## src/rtl/stopwatch_pkg.sv

```systemverilog
// stopwatch_pkg: shared state encoding, BCD digit limits and BCD time arithmetic for stopwatch_lap.
package stopwatch_pkg;

    typedef enum logic [2:0] {ST_IDLE, ST_RUN, ST_PAUSE, ST_RECALL, ST_ALARM} state_t;

    localparam logic [3:0] LIM_CL = 4'd9;
    localparam logic [3:0] LIM_CH = 4'd9;
    localparam logic [3:0] LIM_SL = 4'd9;
    localparam logic [3:0] LIM_SH = 4'd5;
    localparam logic [3:0] LIM_ML = 4'd9;
    localparam logic [3:0] LIM_MH = 4'd5;
    localparam logic [23:0] DIGIT_MAX = {LIM_MH, LIM_ML, LIM_SH, LIM_SL, LIM_CH, LIM_CL};

    typedef struct packed {
        logic [3:0] mh;
        logic [3:0] ml;
        logic [3:0] sh;
        logic [3:0] sl;
        logic [3:0] ch;
        logic [3:0] cl;
    } bcd_time_t;

    function automatic bcd_time_t bcd_step(input bcd_time_t t, input logic down, output logic c);
        logic [23:0] v;
        logic [3:0] d;
        logic [3:0] lim;
        v = t;
        c = 1'b1;
        for (int i = 0; i < 6; i++) begin
            d = v[i*4 +: 4];
            lim = DIGIT_MAX[i*4 +: 4];
            if (c) begin
                c = down ? (d == 4'd0) : (d == lim);
                d = down ? (c ? lim : d - 4'd1) : (c ? 4'd0 : d + 4'd1);
            end
            v[i*4 +: 4] = d;
        end
        return bcd_time_t'(v);
    endfunction

    function automatic bcd_time_t bcd_sanitize(input logic [23:0] p);
        logic [23:0] v;
        for (int i = 0; i < 6; i++)
            v[i*4 +: 4] = (p[i*4 +: 4] > DIGIT_MAX[i*4 +: 4]) ? 4'd0 : p[i*4 +: 4];
        return bcd_time_t'(v);
    endfunction

endpackage

```

## src/rtl/stopwatch_lap_key_debounce.sv

```systemverilog
// key_debounce: synchronises an active-low key, accepts a new level after a stable run, pulses on each accepted press.
module key_debounce #(
    parameter int DEBOUNCE_CYCLES = 1000000
) (
    input  logic clk,
    input  logic key_reset,
    input  logic key_n,
    output logic pressed_pulse,
    output logic level
);

    localparam int CW = $clog2(DEBOUNCE_CYCLES + 1);

    logic [1:0]    sync_q, sync_d;
    logic [CW-1:0] cnt_q, cnt_d;
    logic          level_q, level_d;
    logic          pulse_q, pulse_d;
    logic          flip;

    always_comb begin
        sync_d  = {sync_q[0], key_n};
        flip    = (sync_q[1] != level_q) && (cnt_q == CW'(DEBOUNCE_CYCLES - 1));
        cnt_d   = (sync_q[1] == level_q || flip) ? '0 : cnt_q + 1'b1;
        level_d = flip ? sync_q[1] : level_q;
        pulse_d = flip && !sync_q[1];
    end

    always_ff @(posedge clk or negedge key_reset) begin
        if (!key_reset) begin
            sync_q  <= 2'b11;
            cnt_q   <= '0;
            level_q <= 1'b1;
            pulse_q <= 1'b0;
        end else begin
            sync_q  <= sync_d;
            cnt_q   <= cnt_d;
            level_q <= level_d;
            pulse_q <= pulse_d;
        end
    end

    assign pressed_pulse = pulse_q;
    assign level         = level_q;

endmodule

```

## src/rtl/stopwatch_lap.sv

```systemverilog
// stopwatch_lap: MM:SS.cc up/down stopwatch with debounced keys and a circular lap memory with recall.
module stopwatch_lap
    import stopwatch_pkg::*;
#(
    parameter int CLK_FREQ_HZ     = 50000000,
    parameter int TICK_HZ         = 100,
    parameter int DEBOUNCE_CYCLES = 1000000,
    parameter int LAP_DEPTH       = 8,
    localparam int LAP_AW         = $clog2(LAP_DEPTH)
) (
    input  logic              clk,
    input  logic              key_reset,
    input  logic              key_start_pause,
    input  logic              key_lap,
    input  logic              key_mode,
    input  logic [23:0]       preset_bcd,
    output logic [23:0]       digits,
    output logic [LAP_AW:0]   lap_count,
    output logic [LAP_AW-1:0] lap_index,
    output logic              mode_down,
    output logic              running,
    output logic              alarm
);

    localparam int TICK_DIV = CLK_FREQ_HZ / TICK_HZ;
    localparam int PW       = $clog2(TICK_DIV);

    if (TICK_DIV < 2 || TICK_DIV * TICK_HZ != CLK_FREQ_HZ) begin : g_bad_tick_div
        $error("stopwatch_lap: CLK_FREQ_HZ/TICK_HZ must be an integer >= 2");
    end
    if (LAP_DEPTH < 2 || (LAP_DEPTH & (LAP_DEPTH - 1)) != 0) begin : g_bad_lap_depth
        $error("stopwatch_lap: LAP_DEPTH must be a power of two >= 2");
    end

    logic [2:0] pulse, level, press;

    key_debounce #(.DEBOUNCE_CYCLES(DEBOUNCE_CYCLES)) u_start (
        .clk(clk), .key_reset(key_reset), .key_n(key_start_pause), .pressed_pulse(pulse[0]), .level(level[0])
    );
    key_debounce #(.DEBOUNCE_CYCLES(DEBOUNCE_CYCLES)) u_lap (
        .clk(clk), .key_reset(key_reset), .key_n(key_lap), .pressed_pulse(pulse[1]), .level(level[1])
    );
    key_debounce #(.DEBOUNCE_CYCLES(DEBOUNCE_CYCLES)) u_mode (
        .clk(clk), .key_reset(key_reset), .key_n(key_mode), .pressed_pulse(pulse[2]), .level(level[2])
    );

    assign press = pulse & ~level;

    state_t            state_q, state_d;
    logic              mode_q, mode_d;
    bcd_time_t         cnt_q, cnt_d;
    logic [PW-1:0]     pre_q, pre_d;
    logic [LAP_AW-1:0] wr_q, wr_d;
    logic [LAP_AW:0]   lcnt_q, lcnt_d;
    logic [LAP_AW-1:0] idx_q, idx_d;
    bcd_time_t         digits_q, digits_d;
    bcd_time_t         lap_mem [LAP_DEPTH];
    bcd_time_t         stepped, preset_s;
    logic [LAP_AW-1:0] rd_ptr;
    logic              tick, cy, lap_we, ps, pl, pm;

    always_comb begin
        ps       = press[0];
        pl       = press[1] & ~press[0];
        pm       = press[2] & ~|press[1:0];
        tick     = (state_q == ST_RUN) && (pre_q == PW'(TICK_DIV - 1));
        stepped  = bcd_step(cnt_q, mode_q, cy);
        preset_s = bcd_sanitize(preset_bcd);
        rd_ptr   = wr_q - LAP_AW'(1) - idx_q;
        state_d  = state_q;
        mode_d   = mode_q;
        cnt_d    = cnt_q;
        pre_d    = pre_q;
        wr_d     = wr_q;
        lcnt_d   = lcnt_q;
        idx_d    = idx_q;
        lap_we   = 1'b0;
        if (state_q == ST_RUN) begin
            pre_d = tick ? '0 : pre_q + 1'b1;
            cnt_d = tick ? stepped : cnt_q;
            // a borrow out of 00:00.00 also ends the countdown rather than wrapping to 59:59.99
            if (tick && mode_q && (stepped == '0 || cy)) begin
                state_d = ST_ALARM;
                cnt_d   = '0;
            end
        end
        case (state_q)
            ST_IDLE: begin
                if (ps) begin
                    state_d = (mode_q && preset_s == '0) ? ST_ALARM : ST_RUN;
                    cnt_d   = mode_q ? preset_s : '0;
                    pre_d   = '0;
                end else if (pm) begin
                    mode_d = ~mode_q;
                    cnt_d  = mode_q ? '0 : preset_s;
                end
            end
            ST_RUN: begin
                if (ps) begin
                    state_d = ST_PAUSE;
                end else if (pl) begin
                    lap_we = 1'b1;
                    wr_d   = wr_q + 1'b1;
                    lcnt_d = (lcnt_q == (LAP_AW + 1)'(LAP_DEPTH)) ? lcnt_q : lcnt_q + 1'b1;
                end
            end
            ST_PAUSE: begin
                if (ps) begin
                    state_d = ST_RUN;
                end else if (pl && lcnt_q != '0) begin
                    state_d = ST_RECALL;
                    idx_d   = '0;
                end else if (pm) begin
                    state_d = ST_IDLE;
                    cnt_d   = mode_q ? preset_s : '0;
                    lcnt_d  = '0;
                    wr_d    = '0;
                    idx_d   = '0;
                end
            end
            ST_RECALL: begin
                if (ps || (pl && {1'b0, idx_q} == lcnt_q - 1'b1)) begin
                    state_d = ST_PAUSE;
                    idx_d   = '0;
                end else if (pl) begin
                    idx_d = idx_q + 1'b1;
                end
            end
            ST_ALARM: begin
                if (|press) begin
                    state_d = ST_IDLE;
                    cnt_d   = mode_q ? preset_s : '0;
                end
            end
            default: state_d = ST_IDLE;
        endcase
        digits_d = (state_q == ST_RECALL) ? lap_mem[rd_ptr] : (state_q == ST_ALARM) ? '0 : cnt_q;
    end

    always_ff @(posedge clk or negedge key_reset) begin
        if (!key_reset) begin
            state_q  <= ST_IDLE;
            mode_q   <= 1'b0;
            cnt_q    <= '0;
            pre_q    <= '0;
            wr_q     <= '0;
            lcnt_q   <= '0;
            idx_q    <= '0;
            digits_q <= '0;
        end else begin
            state_q  <= state_d;
            mode_q   <= mode_d;
            cnt_q    <= cnt_d;
            pre_q    <= pre_d;
            wr_q     <= wr_d;
            lcnt_q   <= lcnt_d;
            idx_q    <= idx_d;
            digits_q <= digits_d;
        end
    end

    always_ff @(posedge clk) begin
        if (lap_we) lap_mem[wr_q] <= cnt_q;
    end

    assign digits    = digits_q;
    assign lap_count = lcnt_q;
    assign lap_index = idx_q;
    assign mode_down = mode_q;
    assign running   = (state_q == ST_RUN);
    assign alarm     = (state_q == ST_ALARM);

endmodule
```

## config.mk

```make
export PLATFORM = sky130hd
export DESIGN_NAME = stopwatch_lap
export DESIGN_NICKNAME = d
export VERILOG_FILES = /design/src/rtl/stopwatch_pkg.sv /design/src/rtl/stopwatch_lap_key_debounce.sv /design/src/rtl/stopwatch_lap.sv
export SDC_FILE = /design/constraint.sdc
export NUM_CORES = 1
export LEC_CHECK = 0
export CAP_MARGIN = 20
export CORE_ASPECT_RATIO = 0.6
export CORE_MARGIN = 3
export CORE_UTILIZATION = 58
export DETAILED_ROUTE_END_ITERATION = 8
export DONT_BUFFER_PORTS = 1
export GPL_TIMING_DRIVEN = 0
export PLACE_DENSITY = 0.84
export SKIP_CTS_REPAIR_TIMING = 1
export SLEW_MARGIN = 40
export SYNTH_ARGS = -nofsm -noshare
export SYNTH_HDL_FRONTEND = slang
export SYNTH_SLANG_ARGS = --single-unit
```

## constraint.sdc

```tcl
create_clock -name clk -period 3.89 [get_ports clk]
set_clock_uncertainty 0.2 [all_clocks]
set_input_delay 0 -clock clk [delete_from_list [all_inputs] [get_ports clk]]
set_output_delay 0 -clock clk [all_outputs]
set_load 0.01 [all_outputs]
```

==> flow_summary.ini <==
[run_status]
status = finished, violations left
violations = negative hold slack

[layout]
ff_latch_area_um2 = 9620
multiInputGateArea_um2 = 6530
finalInstanceArea_um2 = 18900
antenna_cells = 0
layout-drive-gt1-share_pct = 12.9
final_nets = 1504
utilization_pct = 68.3
syn_to_final_growth_pct = 15.2
fill_cells = 1863

[clocking]
cts_tree = yes
cts.sink_count = 345
htree_levels = 1
numCtsBuffers = 31
path_clk_slew_ns = 0.07
cts-root-buf = clkbuf_16
clkLatencyLatePin_ns = 0.59
cts_max_path_buffers = 3

[logic_synthesis]
ys_types = 81
syn_area_um2 = 16400
async_reset_ff_share_pct = 44.3
synth.top_cells.by_count = edfxtp_1, dfrtp_1, nor2_1
synth-seq-area-share_pct = 58.5
synth-edff-count = 192
synthDominantAreaCellType = edfxtp_1
synth_top_area_share_pct = 35.1
synth_nets = 1405
synth.most_common_cell = edfxtp_1
synth_top_cells_by_area = edfxtp_1, dfrtp_1, mux4_2
syn_inst = 1342
yosys_warnings = 0
synth_top_flop_cell = edfxtp_1
synth-seq-cells = 345
synth_area_per_cell_um2 = 12.2

[timing]
relSlewSlack_pct = 43.5
finalSetupViolCount = 0
whs_ns = -0.0535
period_share_pct = 99.9
hold_viol_final = 2
setup_tns_ns = 0
finalMaxSlewViolations = 0
max_freq_mhz = 257
worst_slew_pin_slew_ns = 0.848
min_period_ns = 3.89

[global_routing]
use_met1_pct = 39.7
grt_pass1_wl_um = 62200
grt_overflow_total = 0
grt_pass1_vias = 10900
antenna_found_initial = 1
grt_util_met3_pct = 8.42
grt_usage_pct = 26.5
busiest_layer = met1
grt_max_degree = 154
gr-usage-met2_pct = 37.9

[worst_setup_path]
end_kind = flop
critPathLaunchType = flop
path_buf_inv = 7
required_ns = 4.15
crit_type = flop to flop
critPathSlowestCell = dfrtp_1
path_common_cell = buf_2
path_delay_family = buffers and inverters
crit_arrival_ns = 4.15
cp_max_fo = 10
worstPathCellList = buf_6, buf_2, buf_2, buf_2, buf_1, a21oi_1, clkbuf_1, buf_1, o22ai_1
slowest_delay_ns = 0.61

[floorplanning]
io_pins = 63
row_count = 47
dieArea_um2 = 30400
fp.coreArea_um2 = 27700
die_width_um = 223
die_h_um = 136
initial_core_util_pct = 59.3

[placement]
place_congestion = 1.01
port_buffers = 0
place_area_um2 = 17200
dp_hpwl_um = 27700

[power_and_ir_drop]
vdd_drop_max_uv = 422
power_density_nw_per_um2 = 395
leakage_uw = 0.00717

[drt]
vias = 11500
wl_um = 41300
dr.pass1.iters = 7
drc = 0
drt_iter0_markers = 1505
ant_nets = 0
wl_per_cell_um = 22.5
viasPerCell = 6.30

[min_path]
min_path_type = input port to flop

[run]
cap_violations = 0
## worst paths after layout
path / slack [ns] / endpoint / start / cells past startpoint
setup / recovery: 0.004 / cnt_q[16] / mode_down / 9
hold reg to reg: 0.16 / u_mode.sync_q[1] / u_mode.sync_q[0] / 0
hold / removal: -0.05 / state_q[0] / preset_bcd[17] / 7
min in group asynchronous: 0.42 / lap_count[2] / key_reset / 3
max in group asynchronous: 2.50 / cnt_q[0] / key_reset / 4
setup reg to reg: 0.004 / cnt_q[16] / mode_down / 9
## through the flow
stage                     std cells  total power (uW)  worst slack, ns
final                          1833              7480          0.00422
after global routing           1833              7690          -0.0481
after CTS                      1778              7430           -0.443
after detailed placement       1720              4110           -0.433
after global placement         1709              4100           -0.666
after floorplan                1342              4060            0.559
## flip-flops by register name, indices dropped and copies added, names as in the netlist, 2 cells and up
| name | cells |
|---|---|
| u_start.cnt_q | 20 |
| u_lap.sync_q | 2 |
| lap_index | 3 |
| u_mode.sync_q | 2 |
| digits | 24 |
| state_q | 3 |
| lap_mem | 192 |
| pre_q | 19 |
| u_mode.cnt_q | 20 |
| u_start.sync_q | 2 |
| wr_q | 3 |
| cnt_q | 24 |
| u_lap.cnt_q | 20 |
| lap_count | 4 |
## logic make-up after synthesis
| logic type | after synthesis | share of synthesized area (%) |
|---|---|---|
| adders and majority gates | 34 | 2.64 |
| DFF | 345 | 58.5 |
| xor gates and xnor gates | 81 | 4.32 |
| buffers and inverters | 103 | 2.48 |
| AOI/OAI and AO/OA | 209 | 7.94 |
| and+or+nand+nor | 481 | 15.0 |
| muxes | 89 | 9.18 |
## cells in the final DEF (no fill, tap or decap), types with 8 or more instances in the layout
cell,count
nand3_1,49
o21ai_0,73
dfrtp_1,136
ha_1,33
nor4b_1,11
nand2b_1,19
o22ai_1,17
xor2_1,44
a21oi_1,43
clkbuf_1,43
clkbuf_16,31
mux4_2,49
dfstp_2,9
nand3b_1,9
nor2_1,131
buf_2,10
nor2b_1,22
xnor2_1,37
nor3b_1,11
nand2_1,111
and3_1,22
dlygate4sd3_1,49
nand4_1,10
edfxtp_1,192
nor3_1,16
and2_1,8
bufinv_16,8
clkbuf_2,11
a31oi_1,9
inv_1,35
dfrtp_2,8
mux2i_1,37
## worst reg2reg max path, stage by stage, from the launching register on
cell and delay (ns):
dfrtp_1 0.61, buf_6 0.22, buf_2 0.29, buf_2 0.33, buf_2 0.35, buf_1 0.49
a21oi_1 0.18, clkbuf_1 0.33, buf_1 0.42, o22ai_1 0.33
## cell type report
| type | count | share of cell area, % |
|---|---|---|
| multi-input cells | 894 | 34.5 |
| flip-flops and latches | 345 | 50.8 |
| clock inverters | 20 | 1.62 |
| inverters | 37 | 0.734 |
| plain buffers | 65 | 1.49 |
| clock buffers | 38 | 4.24 |
| repair buffers | 67 | 4.18 |
| well taps | 367 | 2.43 |
## routing by layer
metal	routed length (um)	vias up
met5	0	-
met1	17700	5647
met3	4780	102
met4	1180	0
met2	17600	675
li1	-	5122
## report_power, final
part           switching [uW]  total [uW]  leakage, uW  internal, uW
logic                     131         222      0.00288          90.8
clock network            1360        3350     0.000528          2000
registers                38.3        3910      0.00377          3870
total                    1520        7480      0.00717          5960
(Power assumes the default switching activity.)
